==> config.mk <==
export PLATFORM = sky130hd
export DESIGN_NAME = blood_sprite_reader
export DESIGN_NICKNAME = d
export VERILOG_FILES = /design/src/rtl/blood_sprite_reader.sv
export SDC_FILE = /design/constraint.sdc
export NUM_CORES = 1
export LEC_CHECK = 0
export CAP_MARGIN = 20
export CORE_AREA = 5 5 78 109
export DETAILED_ROUTE_END_ITERATION = 8
export DIE_AREA = 0 0 83 114
export PLACE_DENSITY = 0.63
export SETUP_SLACK_MARGIN = 0.5
export SYNTH_ARGS = -nofsm -noshare
export SYNTH_HDL_FRONTEND = slang
export SYNTH_SLANG_ARGS = --single-unit
export TNS_END_PERCENT = 50
==> constraint.sdc <==
create_clock -name clk -period 5.5 [get_ports clk]
set_input_delay 0.55 -clock clk [delete_from_list [all_inputs] [get_ports clk]]
set_output_delay 0.55 -clock clk [all_outputs]
set_load 0.01 [all_outputs]
==> src/rtl/blood_sprite_reader.sv <==
// ============================================================================
// Module   : blood_sprite_reader
// Purpose  : Blood-splatter sprite reader. Maps scan position to ROM row/col, aligns the
//            registered ROM read, keys out transparency and runs the hit animation.
//            Optional BLOOD_FADE_EN halves each colour channel on the last frame.
// Revision : 1.0 - initial release
// ============================================================================
`default_nettype none

module blood_sprite_reader #(
    parameter int          N_FRAMES    = 8,
    parameter int          FRAME_TICKS = 4,
    parameter logic [11:0] TRANSPARENT = 12'h000
) (
    input  logic                        clk,
    input  logic                        reset_n,
    input  logic [9:0]                  video_x,
    input  logic [9:0]                  video_y,
    input  logic                        video_on,
    input  logic                        frame_tick,
    input  logic                        trigger,
    input  logic [9:0]                  anchor_x,
    input  logic [9:0]                  anchor_y,
    output logic [5:0]                  rom_row,
    output logic [5:0]                  rom_col,
    output logic [$clog2(N_FRAMES)-1:0] rom_frame,
    input  logic [11:0]                 rom_color,
    output logic                        busy,
    output logic                        done,
    output logic                        pix_on,
    output logic [11:0]                 pix_rgb
);

    localparam int                FW           = $clog2(N_FRAMES);
    localparam logic [FW-1:0]     c_last_frame = FW'(N_FRAMES - 1);
    localparam logic [7:0]        c_last_tick  = 8'(FRAME_TICKS - 1);

    typedef enum logic [1:0] {
        S_IDLE = 2'd0,
        S_PLAY = 2'd1,
        S_DONE = 2'd2
    } state_t;

    state_t          r_state, w_state_nx;
    logic [FW-1:0]   r_frame, w_frame_nx;
    logic [7:0]      r_tick,  w_tick_nx;
    logic [9:0]      r_ax, w_ax_nx;
    logic [9:0]      r_ay, w_ay_nx;
    logic            r_vis;
    logic            r_pix_on;
    logic [11:0]     r_pix_rgb;

    always_ff @(posedge clk or negedge reset_n) begin
        if (!reset_n) begin
            r_state <= S_IDLE;
            r_frame <= '0;
            r_tick  <= '0;
            r_ax    <= '0;
            r_ay    <= '0;
        end else begin
            r_state <= w_state_nx;
            r_frame <= w_frame_nx;
            r_tick  <= w_tick_nx;
            r_ax    <= w_ax_nx;
            r_ay    <= w_ay_nx;
        end
    end

    // A trigger restarts from any state and overrides a coincident final tick.
    always_comb begin
        w_state_nx = r_state;
        w_frame_nx = r_frame;
        w_tick_nx  = r_tick;
        w_ax_nx    = r_ax;
        w_ay_nx    = r_ay;
        if (trigger) begin
            w_state_nx = S_PLAY;
            w_frame_nx = '0;
            w_tick_nx  = '0;
            w_ax_nx    = anchor_x;
            w_ay_nx    = anchor_y;
        end else begin
            case (r_state)
                S_PLAY: begin
                    if (frame_tick) begin
                        if (r_tick == c_last_tick) begin
                            w_tick_nx = '0;
                            if (r_frame == c_last_frame) begin
                                w_state_nx = S_DONE;
                            end else begin
                                w_frame_nx = r_frame + 1'b1;
                            end
                        end else begin
                            w_tick_nx = r_tick + 8'd1;
                        end
                    end
                end
                S_DONE: begin
                    w_state_nx = S_IDLE;
                    w_frame_nx = '0;
                end
                default: begin
                    w_state_nx = S_IDLE;
                end
            endcase
        end
    end

    // Unsigned 10-bit wrap makes positions left/above the anchor fall outside the box.
    logic [9:0] w_dx, w_dy;
    logic       w_in_box;
    logic       w_opaque;
    logic [11:0] w_color;

    assign w_dx     = video_x - r_ax;
    assign w_dy     = video_y - r_ay;
    assign w_in_box = (w_dx < 10'd64) && (w_dy < 10'd64);
    assign rom_col  = w_dx[5:0];
    assign rom_row  = w_dy[5:0];
    assign w_opaque = (rom_color != TRANSPARENT);

`ifdef BLOOD_FADE_EN
    assign w_color = (r_frame == c_last_frame)
                   ? {1'b0, rom_color[11:9], 1'b0, rom_color[7:5], 1'b0, rom_color[3:1]}
                   : rom_color;
`else
    assign w_color = rom_color;
`endif

    always_ff @(posedge clk or negedge reset_n) begin
        if (!reset_n) begin
            r_vis     <= 1'b0;
            r_pix_on  <= 1'b0;
            r_pix_rgb <= '0;
        end else begin
            r_vis     <= w_in_box & video_on & (r_state == S_PLAY);
            r_pix_on  <= r_vis & w_opaque;
            r_pix_rgb <= (r_vis & w_opaque) ? w_color : 12'h000;
        end
    end

    assign rom_frame = r_frame;
    assign busy      = (r_state == S_PLAY);
    assign done      = (r_state == S_DONE);
    assign pix_on    = r_pix_on;
    assign pix_rgb   = r_pix_rgb;

endmodule

`default_nettype wire

======== Yosys cells after proc, flatten, opt, wreduce, memory -nomap -nowiden ========
Cells that the tools add are included.
word-level totals
  output and inout port bits .............. 30
  bits in writable memories ............... 0
  memories ................................ 0
  bits in read-only memories .............. 0
  register bits ........................... 47
  input port bits ......................... 57
  latch bits .............................. 0
cells by class
  divide/modulo/power cells ............... 0
  magnitude comparators ................... 2
  multiply operators ...................... 0
  reductions and logical operators ........ 8
  add/sub/neg operators ................... 4
  bitwise operators ....................... 3
  mux-type cells .......................... 15
  shifts and indexed selects .............. 0
  equality and inequality tests ........... 8
operator list
  cell                                                                            count
  8-bit two-way mux                                                               4
  10-bit by 7-bit less-than comparator with 1-bit output (second input constant)  2
  10-bit subtractor                                                               2
  12-bit two-way mux                                                              1
  3-bit two-way mux                                                               4
  12-bit nonzero test                                                             1
  2-bit two-way mux                                                               5
  8-bit by 1-bit adder with 8-bit output (second input constant)                  1
  8-bit by 2-bit == test with 1-bit output (second input constant)                1
  3-bit by 2-bit != test with 1-bit output (second input constant)                2
  3-bit != test (second input constant)                                           2
  3-bit case mux with 2 select lines                                              1
  4-bit AND reduction                                                             1
  2-bit nonzero test                                                              2
  3-bit by 1-bit adder with 3-bit output (second input constant)                  1
  1-bit AND                                                                       3
  3-bit == test (second input constant)                                           1
  3-bit AND reduction                                                             1
  3-bit nonzero test                                                              1
  2-bit by 1-bit == test with 1-bit output (second input constant)                1
  2-bit == test (second input constant)                                           1
  2-bit AND reduction                                                             1
  1-bit logical AND                                                               1

======== Depth between registers and ports, before layout ========
Gate-level depths: netlist of the first run.
  word-level depth ........................ 6
  depth in mapped cells ................... 10
  gate-level depth less buffers ........... 10

======== Worst setup path before layout of the first run ========
No wires, ideal clock.
  kind .................................... input port to flip-flop
  start ................................... in video_y[0]
  end ..................................... reg r_vis
  buffers on the path ..................... 0
  arrival ................................. 2387 ps
  required time ........................... 5399 ps
  cell stages on the path ................. 10
  setup slack ............................. 3013 ps
  cells stage by stage .................... inv_1 > ha_1 > inv_1 > fa_1 > a21o_1 > a221oi_1 > xnor2_1 > a2111oi_0 > nand3_1 > nor4_1
on the way
  word-level cells in the longest chain between the ends .. 5
RTL lines
  item                                                    line  source
  from (decl)                                             18    input logic [9:0] video_y,
  10-bit subtractor                                       116   assign w_dy = video_y - r_ay;
  10-bit by 7-bit less-than comparator with 1-bit output  117   assign w_in_box = (w_dx < 10'd64) && (w_dy < 10'd64);
  1-bit logical AND                                       117
  1-bit AND (2 in series)                                 136   r_vis <= w_in_box & video_on & (r_state == S_PLAY);
  to (signal assigned)                                    136
  to (decl)                                               49    logic r_vis;
Every way passes these cells.
A chain may end at the register's enable or synchronous reset.

======== Worst setup path after layout of the first run ========
  start ................................... in video_y[0]
  end ..................................... out rom_row[4]
on the way
  word-level cells in the longest chain between the ends .. 1
RTL lines
  item               line  source
  10-bit subtractor  116
  to (decl)          24    output logic [5:0] rom_row,
Every way passes these cells.

==> results of run 1 <==
worst register-to-register path: cells and delay by family (launching register included):
kind / cells / cell delay [ns]
buffers and inverters: 1 / 0.06
AND/OR/NAND/NOR: 3 / 0.70
adder cells (fa/ha/maj): 2 / 0.56
flip-flops: 1 / 0.36
AO/OA/AOI/OAI: 3 / 0.87
worst max-delay path by stage:
stage | to | depth (start not counted)
2_1_floorplan | r_vis | 10
3_3_place_gp | r_vis | 11
3_5_place_dp | r_vis | 11
4_1_cts | rom_row[4] | 9
5_1_grt | rom_row[4] | 9
6_report | rom_row[4] | 9
layer usage:
layer	up-vias	share of wire	global-route usage
met2	42	0.54	0.260
met4	0	0.026	0.0556
met5	-	0	0
met3	12	0.026	0.0224
met1	1077	0.41	0.162
li1	1141	-	-
logic make-up (layout without fill, tap and decap cells):
kind of cell    after synthesis  in the layout
buf+inv                      33            122
flops                        47             47
xor+xnor                     19             19
simple gates                 93             93
mux                           7              7
fa+ha+maj                    23             23
compound gates               58             58
Yosys cell counts (all sizes together) (2+ instances only):
| cell type | number |
|---|---|
| dfrtp | 47 |
| nand2 | 31 |
| inv | 26 |
| ha | 21 |
| o21ai | 21 |
| nor2 | 16 |
| a21oi | 13 |
| and2 | 13 |
| xnor2 | 12 |
| xor2 | 7 |
| clkbuf | 6 |
| nor4 | 6 |
| a21o | 5 |
| nand4 | 5 |
| nor2b | 5 |
| mux2 | 4 |
| nor3 | 4 |
| o21a | 4 |
| a31oi | 3 |
| mux2i | 3 |
| nand3 | 3 |
| o2111ai | 3 |
| a221oi | 2 |
| and3 | 2 |
| fa | 2 |
| nand3b | 2 |
| o21bai | 2 |
| or3 | 2 |
power groups by stage:
stage | Clock (mW) | Combinational [mW] | Sequential [mW]
4_1_cts | 0.266 | 0.269 | 0.367
3_3_place_gp | 0 | 0.263 | 0.373
3_5_place_dp | 0 | 0.268 | 0.374
5_1_grt | 0.282 | 0.295 | 0.368
2_1_floorplan | 0 | 0.144 | 0.373
6_report | 0.256 | 0.265 | 0.367
layout make-up:
class | instances | share of cell area
clock buffer | 5 | 0.0182
clock inverter | 3 | 0.0116
inverter | 26 | 0.0258
multi-input combinational | 200 | 0.366
sequential | 47 | 0.311
tap | 100 | 0.0331
timing repair buffer | 88 | 0.234
state kept, by name, indices dropped and copies added (netlist names):
register,flops
rom_frame,3
pix_rgb,12
r_ay,10
r_ax,10
r_tick,8
r_state,2
pix_on,1
r_vis,1
==> impl_metrics.yaml, run 1 <==
outcome:
  outcome: "completed"
sta:
  slew_viol_final: 0
  clock_skew_ns: 0.00604
  final_min_period_over_clock_period: 0.587
  fmax_ghz: 0.310
  worst_slew_margin_rel: 0.693
  min_period_ns: 3.23
  tightest_slew_ns: 0.460
  timing.hold.ws_ns: 0.161
  setup_total_negative_slack_ns: 0
  rsz_0062_raised_after_global_routing: "false"
  report.final.hold_viol_count: 0
  min_setup_slack_post_route_ns: 2.27
  timing.final.setup_violations: 0
power:
  worst_ir_drop_vdd_v: 0.000182
  seq_power_share: 0.413
  cell_internal_pwr_mw: 0.638
  power.share.switching: 0.281
  clock_power_share: 0.289
  power_leakage_nw: 1.68
  total_power_per_unit_cell_area_mw_per_mm2: 235
  power.combinational.fraction: 0.298
  total_switching_power_mw: 0.249
  power_mw: 0.887
detailed_routing:
  vias: 2272
  drtPass1Iterations: 4
  wl_per_cell_um: 14.0
  route.final.wire_length_mm: 6.59
  drtAntennaViolNets: 0
  drc_errors: 0
  detail_route.vias_per_cell: 4.84
  drt_iter0_drc: 65
clock_network:
  insertion_delay_ns: 0.30
  cts_tree: "done"
  cts_resized: 0
  clk_pin_slew_worst_paths_ns: 0.09
  max-clock-path-buffers: 2
  cts_buffer_count: 5
  root_buffer: "sky130_fd_sc_hd__clkbuf_8"
  cts_sinks: 47
  htree_num_levels: 2
  cts_setup_buffers: 0
  ctsHoldBuffers: 0
worst_setup_path:
  worst_setup_path_startpoint: "video_y[0]"
  timing.critical_path.max_delay_family: "buffers and inverters"
  crit_required_ns: 4.95
  setup.worst_path.end_class: "output pin"
  r2r_worst_path_depth: 9
  crit_slowest_cell: "sky130_fd_sc_hd__clkdlybuf4s50_1"
  worstReg2RegEnd: "r_vis"
  cpPeakStageDelay_ns: 0.55
  worstSetupStartpointType: "primary input"
  critical_path_class: "in2out"
  worst-r2r-setup-slack_ns: 2.83
  worstPathCellList: "clkdlybuf4s50_1 -> inv_1 -> ha_1 -> inv_1 -> fa_1 -> a21o_1 -> a21oi_1 -> xnor2_1 -> clkdlybuf4s50_1"
  critical_path_buf_inv_count: 4
  path_max_fanout: 2
  critPathArrivalTime_ns: 2.68
  timing.rr.start: "r_ax[0]"
die:
  boundaryPins: 87
  design.die.area_mm2: 0.00946
  chipWidth_um: 83
  die-height_um: 114
  placeableCoreArea_mm2: 0.00751
  placement_rows: 38
  initial_util: 0.357
global_route:
  grt_first_pass_wirelength_mm: 10.8
  grt.overflow.total: 0
  first_global_vias: 2313
  grt_util_all_layers: 0.141
  antenna_found_initial: 0
  maximum_number_of_pins_on_one_net_before_global_route_repair: 48
placement:
  sum_of_net_half_perimeters_after_detailed_placement_mm: 5.24
  place.detailed.instances: 461
  post_place_setup_slack_ns: 2.17
  finalWeightedCongestion: 0.885
  placement.cell_area_mm2: 0.00366
  port_buffers: 86
final_layout:
  post_route_cells_drive_above_1_share: 0.0515
  layout.cells.most_common: "sky130_fd_sc_hd__clkdlybuf4s50_1"
  syn_to_final_growth_pct: 40.8
  count_of_antenna_diodes_in_the_layout: 0
  multi_input_comb_area_mm2: 0.00138
  final.fill_count: 756
  register_area_mm2: 0.00118
  layout.cell_area.non_filler_mm2: 0.00378
  finish.net_count: 448
  utilization: 0.503
  layout.cells.non_filler: 469
  layout.cells.most_common_list: "sky130_fd_sc_hd__clkdlybuf4s50_1, sky130_fd_sc_hd__dfrtp_1, sky130_fd_sc_hd__nand2_1, sky130_fd_sc_hd__inv_1"
logic_synthesis:
  synth-edff-count: 0
  seq_area_frac_synth: 0.438
  post_synth_instance_area_mm2: 0.00268
  synth_xor_xnor_area_share: 0.0620
  synth.distinct_cells: 40
  yosysWarningCount: 0
  synth.top_cell.area_share: 0.438
  synth_ff_type: "sky130_fd_sc_hd__dfrtp_1"
  synthesis.instances: 280
  yosys.area_share.adder: 0.113
  synthesis.nets: 360
  synth_top_family_by_area: "simple AND/OR/NAND/NOR gates"
  async_flop_share: 1.00
  yosys_register_bits: 47
  area_fraction_in_compound_gates_after_synthesis: 0.132
  synth_area_leader_cell: "sky130_fd_sc_hd__dfrtp_1"
  post_synth.cell_area_avg_um2: 9.58
  post_synth_main_area_contributors: "sky130_fd_sc_hd__dfrtp_1, sky130_fd_sc_hd__ha_1, sky130_fd_sc_hd__nand2_1"
  mux_cell_area_share_after_synthesis: 0.0280
  yosys.area_share.simple: 0.181
flow_run:
  maxCapViolations: 0
worst_hold_path:
  min_path_type: "in2async"
Power figures use the tool's default switching activity.
==> inputs of run 2 (changes only) <==
PLACE_DENSITY = 0.65   (was 0.63)
clock period = 2.8 ns   (was 5.5 ns; I/O delays follow)
==> impl_metrics.yaml, run 2 (synthesis gave the netlist of run 1 again) <==
worst_setup_path:
  critPathArrivalTime_ns: 2.05
  critical_path_class: "in2out"
  crit_required_ns: 2.52
  r2r_worst_path_depth: 9
  worst_setup_path_startpoint: "video_x[3]"
  worstReg2RegEnd: "r_vis"
  path_max_fanout: 4
  timing_endpoint_of_the_critical_path: "rom_col[5]"
  worstSetupStartpointType: "primary input"
  setup.worst_path.end_class: "output pin"
  timing.rr.start: "r_ay[0]"
  worst-r2r-setup-slack_ns: 0.52
detailed_routing:
  wl_per_cell_um: 14.4
  drtAntennaViolNets: 0
  vias: 2277
  drtPass1Iterations: 4
  drt_iter0_drc: 86
  detail_route.vias_per_cell: 4.79
  drc_errors: 0
  route.final.wire_length_mm: 6.83
final_layout:
  final.fill_count: 761
  max_reg_flops: 12
  utilization: 0.523
  syn_to_final_growth_pct: 46.4
  post_route_cells_drive_above_1_share: 0.117
  layout.cells.most_common: "sky130_fd_sc_hd__clkdlybuf4s50_1"
  count_of_antenna_diodes_in_the_layout: 0
  layout.cells.non_filler: 475
  finish.net_count: 454
  layout.cells.most_common_list: "sky130_fd_sc_hd__clkdlybuf4s50_1, sky130_fd_sc_hd__dfrtp_1, sky130_fd_sc_hd__nand2_1, sky130_fd_sc_hd__inv_1, sky130_fd_sc_hd__o21ai_0"
  layout.cell_area.non_filler_mm2: 0.00393
sta:
  setup_total_negative_slack_ns: 0
  timing.final.setup_violations: 0
  slew_viol_final: 0
  clock_skew_ns: 0.00408
  min_period_ns: 2.33
  rsz_0062_raised_after_global_routing: "true"
  tightest_slew_ns: 0.453
  fmax_ghz: 0.429
  worst_slew_margin_rel: 0.698
  timing.hold.ws_ns: 0.461
  final_min_period_over_clock_period: 0.833
  report.final.hold_viol_count: 0
clock_network:
  htree_num_levels: 2
  root_buffer: "sky130_fd_sc_hd__clkbuf_8"
  max-clock-path-buffers: 2
  cts_buffer_count: 5
  cts_sinks: 47
  insertion_delay_ns: 0.29
  clk_pin_slew_worst_paths_ns: 0.09
  cts_tree: "done"
die:
  chipWidth_um: 83
  initial_util: 0.357
  design.die.area_mm2: 0.00946
  placeableCoreArea_mm2: 0.00751
  boundaryPins: 87
  die-height_um: 114
  placement_rows: 38
placement:
  sum_of_net_half_perimeters_after_detailed_placement_mm: 5.30
  port_buffers: 86
  finalWeightedCongestion: 0.854
  place.detailed.instances: 463
  placement.cell_area_mm2: 0.00367
outcome:
  outcome: "completed"
power:
  total_power_per_unit_cell_area_mw_per_mm2: 475
  worst_ir_drop_vdd_v: 0.000233
  power_leakage_nw: 1.75
global_route:
  first_global_vias: 2361
  use_met1: 0.159
  maximum_number_of_pins_on_one_net_before_global_route_repair: 48
  grt_first_pass_wirelength_mm: 10.9
  global_route.usage.met3: 0.0202
  grt.overflow.total: 0
  antenna_found_initial: 0
  met2_usage: 0.271
  grt_util_all_layers: 0.141
  grt.busiest_layer: "met2"
worst_hold_path:
  min_path_type: "in2async"
flow_run:
  maxCapViolations: 0
[run 2: changes by cell type in the layout (fill, tap and decap cells not counted), sizes merged, moves of 2 or more]
cell           before  now
clkdlybuf4s50      85   78
buf                 3    9
clkinv              2    0
dlymetal6s2s        0    4
[run 2: how the worst min path moves through the flow]
stage,startpoint,end,slack (ns),cells past startpoint
floorplan,reset_n,pix_on,-0.02,0
global placement,reset_n,r_tick[7],0.26,1
detailed placement,reset_n,r_tick[7],0.26,1
CTS,reset_n,r_state[1],0.47,2
global route,reset_n,r_tick[6],0.51,2
finish,reset_n,r_tick[6],0.46,2
[run 2: power breakdown]
| group | internal [mW] | total, mW | switching, mW |
|---|---|---|---|
| clock | 0.356 | 0.594 | 0.238 |
| combinational | 0.285 | 0.550 | 0.264 |
| sequential | 0.708 | 0.721 | 0.0134 |
| total | 1.35 | 1.86 | 0.515 |
[run 2: timing repair]
action	CTS	global route
gates resized for setup	10	23
setup buffers	0	3
hold buffers	1	0
pin swaps	0	10
endpoints found under the setup margin	9	12
endpoints found under the hold margin	20	0
[run 2: critical path, cell delays in order]
cell and delay (ns):
sky130_fd_sc_hd__clkdlybuf4s50_1 0.41, sky130_fd_sc_hd__ha_1 0.37, sky130_fd_sc_hd__a21o_1 0.28, sky130_fd_sc_hd__a21oi_2 0.21, sky130_fd_sc_hd__nand2_1 0.09, sky130_fd_sc_hd__xor2_1 0.14
sky130_fd_sc_hd__dlygate4sd2_1 0.28
[run 2: metal layers]
layer  vias to the layer above  share of wire  routed length, um
li1                       1148              -                  -
met3                         6          0.035                236
met4                         0          0.011                 77
met2                        44           0.57               3870
met1                      1079           0.39               2640
met5                         -              0                  0
[run 2: metrics by stage]
step / power, mW / worst slack, ns
after floorplan: 1.01 / 0.578
after global placement: 1.26 / 0.00592
after detailed placement: 1.26 / -0.0435
after CTS: 1.86 / 0.254
after global routing: 1.97 / 0.361
final: 1.86 / 0.468
[run 2: cell type report]
type	instances	area, um^2	share of cell area
inverter	26	97.6	0.0249
clock buffer	5	68.8	0.0175
multi-input combinational	200	1470	0.375
timing repair buffer	94	917	0.234
tap	100	125	0.0319
sequential	47	1180	0.300
clock inverter	3	67.6	0.0172
